[src/rtl/mem_sched_pkg.sv]
// Shared definitions for the cellram port scheduler: transfer direction codes,
// FSM state encoding and the width of the granted port index.
package mem_sched_pkg;

  localparam logic DIR_READING = 1'b0;  // RAM -> FIFO
  localparam logic DIR_WRITING = 1'b1;  // FIFO -> RAM

  localparam int PORT_W = 3;

  typedef enum logic [1:0] {
    ST_SCAN  = 2'd0,
    ST_GRANT = 2'd1,
    ST_BUSY  = 2'd2
  } sched_state_e;

  function automatic int slot_idx_w(input int num_ports);
    return (num_ports < 1) ? 1 : $clog2(2 * num_ports);
  endfunction

endpackage

[src/rtl/mem_port_scheduler_if.sv]
// Grant/completion bus between the scheduler (master) and the memory datapath (slave).
interface mem_port_scheduler_if #(
  parameter int ADDR_WIDTH = 11
);

  // Handshake: grant_valid rises with grant_dir/port/len already stable and they
  // hold until the first cycle grant_ack is high; that cycle is the transfer.
  // grant_valid never drops without an ack. After the ack, busy stays high until
  // xfer_done (a one-cycle pulse) or the watchdog ends the burst.
  logic                               grant_valid;
  logic                               grant_dir;
  logic [mem_sched_pkg::PORT_W-1:0]   grant_port;
  logic [ADDR_WIDTH:0]                grant_len;
  logic                               grant_ack;
  logic                               xfer_done;
  logic                               busy;
  logic                               timeout_err;

  modport master (
    output grant_valid, grant_dir, grant_port, grant_len, busy, timeout_err,
    input  grant_ack, xfer_done
  );

  modport slave (
    input  grant_valid, grant_dir, grant_port, grant_len, busy, timeout_err,
    output grant_ack, xfer_done
  );

endinterface

[src/rtl/mem_sched_len_calc.sv]
// Burst length for one slot: bytes available (write) or min(pending, free space)
// (read), capped at MAX_BURST and forced even. Pure combinational.
module mem_sched_len_calc
  import mem_sched_pkg::*;
#(
  parameter int AW        = 11,
  parameter int MAX_BURST = 256,
  parameter int MIN_BURST = 2
) (
  input  logic          dir_i,
  input  logic [AW-1:0] in_addr_i,
  input  logic [AW-1:0] out_addr_i,
  input  logic [31:0]   pending_i,
  output logic [AW:0]   len_o,
  output logic          eligible_o
);

  localparam logic [AW-1:0] MAX_B = AW'(MAX_BURST);
  localparam logic [AW:0]   MIN_B = (AW+1)'(MIN_BURST);

  logic [AW-1:0] avail;
  logic [AW-1:0] space;
  logic [AW-1:0] pend_sat;
  logic [AW-1:0] cap;
  logic [AW-1:0] lim;

  always_comb begin
    // Modulo subtraction makes pointer wrap transparent.
    avail    = in_addr_i - out_addr_i;
    space    = out_addr_i - in_addr_i - 1'b1;
    pend_sat = (pending_i > 32'(MAX_BURST)) ? MAX_B : pending_i[AW-1:0];
    if (dir_i == DIR_WRITING) begin
      cap = avail;
    end else begin
      cap = (pend_sat < space) ? pend_sat : space;
    end
    lim        = (cap < MAX_B) ? cap : MAX_B;
    lim[0]     = 1'b0;
    len_o      = {1'b0, lim};
    eligible_o = (len_o >= MIN_B);
  end

endmodule

[src/rtl/mem_port_scheduler.sv]
// Round-robin burst scheduler for the cellram engine: scans write slots then read
// slots, grants one burst at a time and waits for completion under a watchdog.
module mem_port_scheduler
  import mem_sched_pkg::*;
#(
  parameter int  NUM_PORTS  = 4,
  parameter int  ADDR_WIDTH = 11,
  parameter int  MAX_BURST  = 256,
  parameter int  MIN_BURST  = 2,
  parameter int  TIMEOUT    = 4095,
  localparam int SLOT_W     = slot_idx_w(NUM_PORTS)
) (
  input  logic                             clk,
  input  logic                             reset,
  input  logic                             enable,
  input  logic [NUM_PORTS*ADDR_WIDTH-1:0]  write_in_addrs,
  input  logic [NUM_PORTS*ADDR_WIDTH-1:0]  write_out_addrs,
  input  logic [NUM_PORTS*ADDR_WIDTH-1:0]  read_in_addrs,
  input  logic [NUM_PORTS*ADDR_WIDTH-1:0]  read_out_addrs,
  input  logic [NUM_PORTS*32-1:0]          ram_pending,
  mem_port_scheduler_if.master             sched,
  output sched_state_e                     dbg_state_o,
  output logic [SLOT_W-1:0]                dbg_ptr_o
);

  localparam int                WD_W      = $clog2(TIMEOUT + 1);
  localparam logic [SLOT_W-1:0] N_SLOT    = SLOT_W'(NUM_PORTS);
  localparam logic [SLOT_W-1:0] LAST_SLOT = SLOT_W'(2 * NUM_PORTS - 1);
  localparam logic [WD_W-1:0]   WD_LIMIT  = WD_W'(TIMEOUT - 1);

  sched_state_e          state_q, state_d;
  logic [SLOT_W-1:0]     ptr_q, ptr_d;
  logic                  dir_q, dir_d;
  logic [PORT_W-1:0]     port_q, port_d;
  logic [ADDR_WIDTH:0]   len_q, len_d;
  logic [WD_W-1:0]       wdog_q, wdog_d;
  logic                  timeout_q, timeout_d;

  logic                  slot_dir;
  logic [PORT_W-1:0]     slot_port;
  logic [ADDR_WIDTH-1:0] slot_in;
  logic [ADDR_WIDTH-1:0] slot_out;
  logic [31:0]           slot_pend;
  logic [ADDR_WIDTH:0]   slot_len;
  logic                  slot_elig;
  logic [SLOT_W-1:0]     ptr_inc;

  // Slot ptr -> (direction, port) and the pointer pair feeding the single calculator.
  always_comb begin
    slot_dir  = (ptr_q < N_SLOT) ? DIR_WRITING : DIR_READING;
    slot_port = (slot_dir == DIR_WRITING) ? PORT_W'(ptr_q) : PORT_W'(ptr_q - N_SLOT);
    if (slot_dir == DIR_WRITING) begin
      slot_in  = write_in_addrs[int'(slot_port)*ADDR_WIDTH +: ADDR_WIDTH];
      slot_out = write_out_addrs[int'(slot_port)*ADDR_WIDTH +: ADDR_WIDTH];
    end else begin
      slot_in  = read_in_addrs[int'(slot_port)*ADDR_WIDTH +: ADDR_WIDTH];
      slot_out = read_out_addrs[int'(slot_port)*ADDR_WIDTH +: ADDR_WIDTH];
    end
    slot_pend = ram_pending[int'(slot_port)*32 +: 32];
    ptr_inc   = (ptr_q == LAST_SLOT) ? '0 : ptr_q + 1'b1;
  end

  mem_sched_len_calc #(
    .AW        (ADDR_WIDTH),
    .MAX_BURST (MAX_BURST),
    .MIN_BURST (MIN_BURST)
  ) u_len_calc (
    .dir_i      (slot_dir),
    .in_addr_i  (slot_in),
    .out_addr_i (slot_out),
    .pending_i  (slot_pend),
    .len_o      (slot_len),
    .eligible_o (slot_elig)
  );

  always_comb begin
    state_d   = state_q;
    ptr_d     = ptr_q;
    dir_d     = dir_q;
    port_d    = port_q;
    len_d     = len_q;
    wdog_d    = wdog_q;
    timeout_d = timeout_q;
    case (state_q)
      ST_SCAN: begin
        if (enable) begin
          if (slot_elig) begin
            dir_d   = slot_dir;
            port_d  = slot_port;
            len_d   = slot_len;
            state_d = ST_GRANT;
          end else begin
            ptr_d = ptr_inc;
          end
        end
      end
      ST_GRANT: begin
        // Same-cycle xfer_done is deliberately not looked at here.
        if (sched.grant_ack) begin
          wdog_d  = '0;
          state_d = ST_BUSY;
        end
      end
      ST_BUSY: begin
        if (sched.xfer_done) begin
          wdog_d  = '0;
          ptr_d   = ptr_inc;
          state_d = ST_SCAN;
        end else if (wdog_q == WD_LIMIT) begin
          timeout_d = 1'b1;
          wdog_d    = '0;
          ptr_d     = ptr_inc;
          state_d   = ST_SCAN;
        end else begin
          wdog_d = wdog_q + 1'b1;
        end
      end
      default: state_d = ST_SCAN;
    endcase
  end

  always_ff @(posedge clk or negedge reset) begin
    if (!reset) begin
      state_q   <= ST_SCAN;
      ptr_q     <= '0;
      dir_q     <= 1'b0;
      port_q    <= '0;
      len_q     <= '0;
      wdog_q    <= '0;
      timeout_q <= 1'b0;
    end else begin
      state_q   <= state_d;
      ptr_q     <= ptr_d;
      dir_q     <= dir_d;
      port_q    <= port_d;
      len_q     <= len_d;
      wdog_q    <= wdog_d;
      timeout_q <= timeout_d;
    end
  end

  assign sched.grant_valid = (state_q == ST_GRANT);
  assign sched.grant_dir   = dir_q;
  assign sched.grant_port  = port_q;
  assign sched.grant_len   = len_q;
  assign sched.busy        = (state_q == ST_BUSY);
  assign sched.timeout_err = timeout_q;
  assign dbg_state_o       = state_q;
  assign dbg_ptr_o         = ptr_q;

endmodule

[src/flat_wrapper.sv]
// flat-port wrapper written by rule: the top's interface ports become plain ports
module mem_port_scheduler_flat import mem_sched_pkg::*;
#(
  parameter int  NUM_PORTS  = 4,
  parameter int  ADDR_WIDTH = 11,
  parameter int  MAX_BURST  = 256,
  parameter int  MIN_BURST  = 2,
  parameter int  TIMEOUT    = 4095,
  localparam int SLOT_W     = slot_idx_w(NUM_PORTS)
)
  (clk, reset, enable, write_in_addrs, write_out_addrs, read_in_addrs, read_out_addrs, ram_pending, dbg_state_o, dbg_ptr_o, sched_grant_valid, sched_grant_dir, sched_grant_port, sched_grant_len, sched_busy, sched_timeout_err, sched_grant_ack, sched_xfer_done);
  mem_port_scheduler_if #(.ADDR_WIDTH(ADDR_WIDTH)) sched_i ();
  input  logic clk;
  input  logic reset;
  input  logic enable;
  input  logic [NUM_PORTS*ADDR_WIDTH-1:0] write_in_addrs;
  input  logic [NUM_PORTS*ADDR_WIDTH-1:0] write_out_addrs;
  input  logic [NUM_PORTS*ADDR_WIDTH-1:0] read_in_addrs;
  input  logic [NUM_PORTS*ADDR_WIDTH-1:0] read_out_addrs;
  input  logic [NUM_PORTS*32-1:0] ram_pending;
  output sched_state_e dbg_state_o;
  output logic [SLOT_W-1:0] dbg_ptr_o;
  output wire logic [$bits(sched_i.grant_valid)-1:0] sched_grant_valid;
  output wire logic [$bits(sched_i.grant_dir)-1:0] sched_grant_dir;
  output wire logic [$bits(sched_i.grant_port)-1:0] sched_grant_port;
  output wire logic [$bits(sched_i.grant_len)-1:0] sched_grant_len;
  output wire logic [$bits(sched_i.busy)-1:0] sched_busy;
  output wire logic [$bits(sched_i.timeout_err)-1:0] sched_timeout_err;
  input wire logic [$bits(sched_i.grant_ack)-1:0] sched_grant_ack;
  input wire logic [$bits(sched_i.xfer_done)-1:0] sched_xfer_done;
  assign sched_grant_valid = sched_i.grant_valid;
  assign sched_grant_dir = sched_i.grant_dir;
  assign sched_grant_port = sched_i.grant_port;
  assign sched_grant_len = sched_i.grant_len;
  assign sched_busy = sched_i.busy;
  assign sched_timeout_err = sched_i.timeout_err;
  assign sched_i.grant_ack = sched_grant_ack;
  assign sched_i.xfer_done = sched_xfer_done;
  mem_port_scheduler #(.NUM_PORTS(NUM_PORTS), .ADDR_WIDTH(ADDR_WIDTH), .MAX_BURST(MAX_BURST), .MIN_BURST(MIN_BURST), .TIMEOUT(TIMEOUT)) u_core (.clk(clk), .reset(reset), .enable(enable), .write_in_addrs(write_in_addrs), .write_out_addrs(write_out_addrs), .read_in_addrs(read_in_addrs), .read_out_addrs(read_out_addrs), .ram_pending(ram_pending), .sched(sched_i), .dbg_state_o(dbg_state_o), .dbg_ptr_o(dbg_ptr_o));
endmodule
[config.mk]
export PLATFORM = sky130hd
export DESIGN_NAME = mem_port_scheduler_flat
export DESIGN_NICKNAME = d
export VERILOG_FILES = /design/src/rtl/mem_sched_pkg.sv /design/src/rtl/mem_port_scheduler_if.sv /design/src/rtl/mem_sched_len_calc.sv /design/src/rtl/mem_port_scheduler.sv /design/src/flat_wrapper.sv
export SDC_FILE = /design/constraint.sdc
export NUM_CORES = 1
export LEC_CHECK = 0
export BUFFER_PORTS_ARGS = -buffer_cell sky130_fd_sc_hd__buf_4
export CAP_MARGIN = 20
export CORE_AREA = 2 2 128 130
export DETAILED_ROUTE_END_ITERATION = 7
export DIE_AREA = 0 0 130 132
export PLACE_DENSITY_LB_ADDON = 0.3
export RECOVER_POWER = 25
export SYNTH_ARGS = -nofsm -noshare
export SYNTH_HDL_FRONTEND = slang
export SYNTH_SLANG_ARGS = --single-unit
[constraint.sdc]
create_clock -name clk -period 19.3 [get_ports clk]
set_clock_uncertainty 0.2 [all_clocks]
set_input_delay 5.79 -clock clk [delete_from_list [all_inputs] [get_ports clk]]
set_output_delay 5.79 -clock clk [all_outputs]
set_load 0.01 [all_outputs]
==> results.toml <==
[run_status]
outcome = "complete, but fails checks"
failed_checks = "max-capacitance violations, max-slew violations"

[yosys]
synth-edff-count = 0
yosys.area_share.simple_pct = 17.7
seq_area_frac_synth_pct = 16.4
syn_area_per_cell_sq_um = 9.59
synth_xor_xnor_area_share_pct = 5.01
synth_ff_type = "dfrtp_1"
synth_cell_types = 57
synth_fa_ha_area_share_pct = 9.18
synthMuxAreaShare_pct = 32.9
yosysTopAreaCellShare_pct = 21.0
postSynth.asyncResetShare_pct = 100
ys_warn_count = 0
synth_area_leader_cell = "mux4_2"
synth_common_cells = "44 x mux4_2, 39 x inv_1, 36 x nor2_1"
synth_top_family_by_area = "multiplexers"
synth_compound_area_share_pct = 13.0
synth_area_leaders = "mux4_2 21%, dfrtp_1 16%, ha_1 8.8%, mux2i_1 6.4%, mux4_1 3.3%"
synth_seq_cells = 31
postSynthCellCount = 492
synth_area_sq_um = 4720
synth_most_common_cell = "mux4_2"

[pwr]
internal-power_uw = 631
ir_drop_uv = 94.5
p_leak_nw = 3.63
p_total_mw = 1.28
p_clk_share_pct = 8.1
p_seq_share_pct = 9.6
p_per_area_nw_per_um2 = 170
combinationalPowerShare_pct = 82.4
p_sw_uw = 653
netSwitchingFraction_pct = 50.8

[floorplan]
ioPinCount = 333
fp-row-count = 46
die_h_um = 132
coreArea_sq_um = 15700
fp.dieArea_sq_um = 17200
initial_core_util_pct = 30.0
die_x_um = 130

[layout]
diodes = 0
synthToLayoutAreaGrowth_pct = 60.4
fillerInstances = 1559
final_layout_size_suffix_gt1_share_pct = 49.3
final_nets = 1153

[cts]
htreeDepth = 2
postCtsSetupBuffers = 0
tritoncts = "done"
cts.sinks = 31
cts_buffers = 5
clk_latency_ps = 280
clk_pin_slew_ps = 50
cts_hold_buf = 0
clock-root-buffer = "clkbuf_16"
cts_buffer_depth = 2
cts_resized = 0

[sta]
relSlewSlack_pct = -12.2
maxSlewViolCount = 32
max_freq_mhz = 83.1
worst_slack_ps = 7260
worst_hold_slack_ps = 257
setup-tns-final_ps = 0
finalHoldViolCount = 0
setup_viol = 0
finalCriticalPeriod_ps = 12040
min_period_over_period_pct = 62.4
rsz0062_at_grt = "no"
timing_worst_slew_pin_value_ps = 1680

[route]
post_drt_wl_per_cell_um = 16.7
drtAntennaViolNets = 0
drc = 0
wirelength_mm = 17.1
via_per_inst = 5.09
vias = 5227
drtIter0Drc = 151
drt_pre_antenna_iters = 4

[critical_path]
worstPathRequired_ps = 19260
worst_path_most_repeated_cell = "a21oi_1"
slowest_delay_ps = 950
crit_arrival_ps = 12000
crit_family = "compound AO/OA/AOI/OAI gates"
end_kind = "flip-flop"
worst-setup-path-type = "input pin to flip-flop"
reg2reg_setup_slack_ps = 11630
reg2regPathDepth = 22
endpoint = "u_core.sched.grant_dir$_DFFE_PN0P_"
cp_num_buf_inv = 2
reg2reg_from = "u_core.dbg_ptr_o[0]$_DFFE_PN0P_"
path_cells = "buf_4, mux4_2, mux2_2, ha_1, fa_1, a21oi_1, o21ai_0, a21oi_1, a21oi_1, a21o_1, a21oi_1, xor2_1, ha_1, nand4_1, inv_1, a221oi_1, nand2_1, o2111a_1, a221o_1, nor2b_1, a2111oi_4, mux2_2"
critPathSlowestCell = "a2111oi_4"
crit_fanout = 14
critical_path.startpoint = "read_out_addrs[33]"
crit_path_start_kind = "input pin"
r2r_end = "u_core.sched.grant_dir$_DFFE_PN0P_"
crit_cells = 22

[placement]
io_buffers = 329
pre_cts_ws_ps = 7080
gp_congestion = 0.875
hpwl_mm = 14.7

[grt]
grt_overflow = 0
grt_pass1_wl_mm = 26.3
grt_max_degree = 46
track_usage_pct = 19.2
grt_pass1_vias = 5340
antenna_found_initial = 0

[min_path]
hold_class = "flip-flop to flip-flop"

[flow_run]
maxCapViolations = 1
layout by cell type (no fill, tap or decap), types with 11 or more instances in the layout:
cell,count
buf_4,331
mux4_2,44
inv_1,39
nor2_1,36
nand2_1,33
ha_1,33
mux2i_1,30
dfrtp_1,28
nor4_1,22
a21oi_1,20
o21ai_0,19
xnor2_1,14
nand4_1,13
xor2_1,13
nand3_1,11
metrics by stage:
stage | area, sq um | instances | utilization [%]
after global routing | 7560 | 1027 | 48.1
after detailed placement | 7380 | 1019 | 46.9
final | 7560 | 1027 | 48.1
after CTS | 7570 | 1027 | 48.2
after floorplan | 4730 | 496 | -
after global placement | 7380 | 1019 | 46.9
how the worst min path moves through the flow:
stage                                         start                              endpoint  cells after the start
2_1_floorplan          u_core.wdog_q[4]$_DFFE_PN0P_          u_core.wdog_q[4]$_DFFE_PN0P_                      1
3_3_place_gp   u_core.sched.timeout_err$_DFFE_PN0P_  u_core.sched.timeout_err$_DFFE_PN0P_                      1
3_5_place_dp   u_core.sched.timeout_err$_DFFE_PN0P_  u_core.sched.timeout_err$_DFFE_PN0P_                      1
4_1_cts        u_core.sched.timeout_err$_DFFE_PN0P_  u_core.sched.timeout_err$_DFFE_PN0P_                      1
5_1_grt        u_core.sched.timeout_err$_DFFE_PN0P_  u_core.sched.timeout_err$_DFFE_PN0P_                      1
6_report       u_core.sched.timeout_err$_DFFE_PN0P_  u_core.sched.timeout_err$_DFFE_PN0P_                      1
worst reg2reg max path: stages (launching register included):
cell and delay (ps):
dfrtp_2 690, buf_4 580, mux4_2 420, mux2_2 280
ha_1 220, fa_1 440, a21oi_1 230, o21ai_0 100
a21oi_1 220, a21oi_1 150, a21o_1 190, a21oi_1 170
xor2_1 90, ha_1 310, nand4_1 140, inv_1 60
a221oi_1 450, nand2_1 230, o2111a_1 290, a221o_1 460
nor2b_1 220, a2111oi_4 950, mux2_2 420
registers in the layout, summed over array words and instances, names as in the netlist:
register and flops:
u_core.dbg_state_o 2, u_core.sched.grant_port 2, u_core.dbg_ptr_o 3, u_core.sched.grant_len 10
u_core.sched.timeout_err 1, u_core.sched.grant_dir 1, u_core.wdog_q 12
cell type report:
cell class	count	area, sq um	share of cell area [%]
Timing Repair Buffer	332	2490	32.9
Sequential cell	31	782	10.3
Inverter	39	146	1.94
Clock inverter	3	67.6	0.893
Tap cell	216	270	3.57
Multi-Input combinational cell	401	3680	48.7
Clock buffer	5	125	1.65
power groups by stage:
stage / Combinational, mW / Clock [mW] / Sequential, mW
after global placement: 1.05 / 0 / 0.125
after detailed placement: 1.06 / 0 / 0.126
after CTS: 1.06 / 0.104 / 0.124
final: 1.06 / 0.103 / 0.123
after global routing: 1.18 / 0.107 / 0.129
after floorplan: 0.798 / 0 / 0.0990
logic make-up (layout without fill, tap and decap cells):
kind of cell | count (synthesis) | in the layout
flops | 31 | 31
mux | 89 | 89
fa+ha+maj | 34 | 34
compound gates | 86 | 86
simple gates | 160 | 160
buf+inv | 64 | 379
other cells | 1 | 5
xor+xnor | 27 | 27
routing by layer:
layer  GRT usage [%]  vias to the layer above  wire length (um)
li1                -                     2508                 -
met1            23.6                     2482              6900
met2            34.4                      212              8760
met3            3.53                       25              1120
met4            4.48                        0               344
met5               0                        -                 0
(Power assumes the default switching activity.)
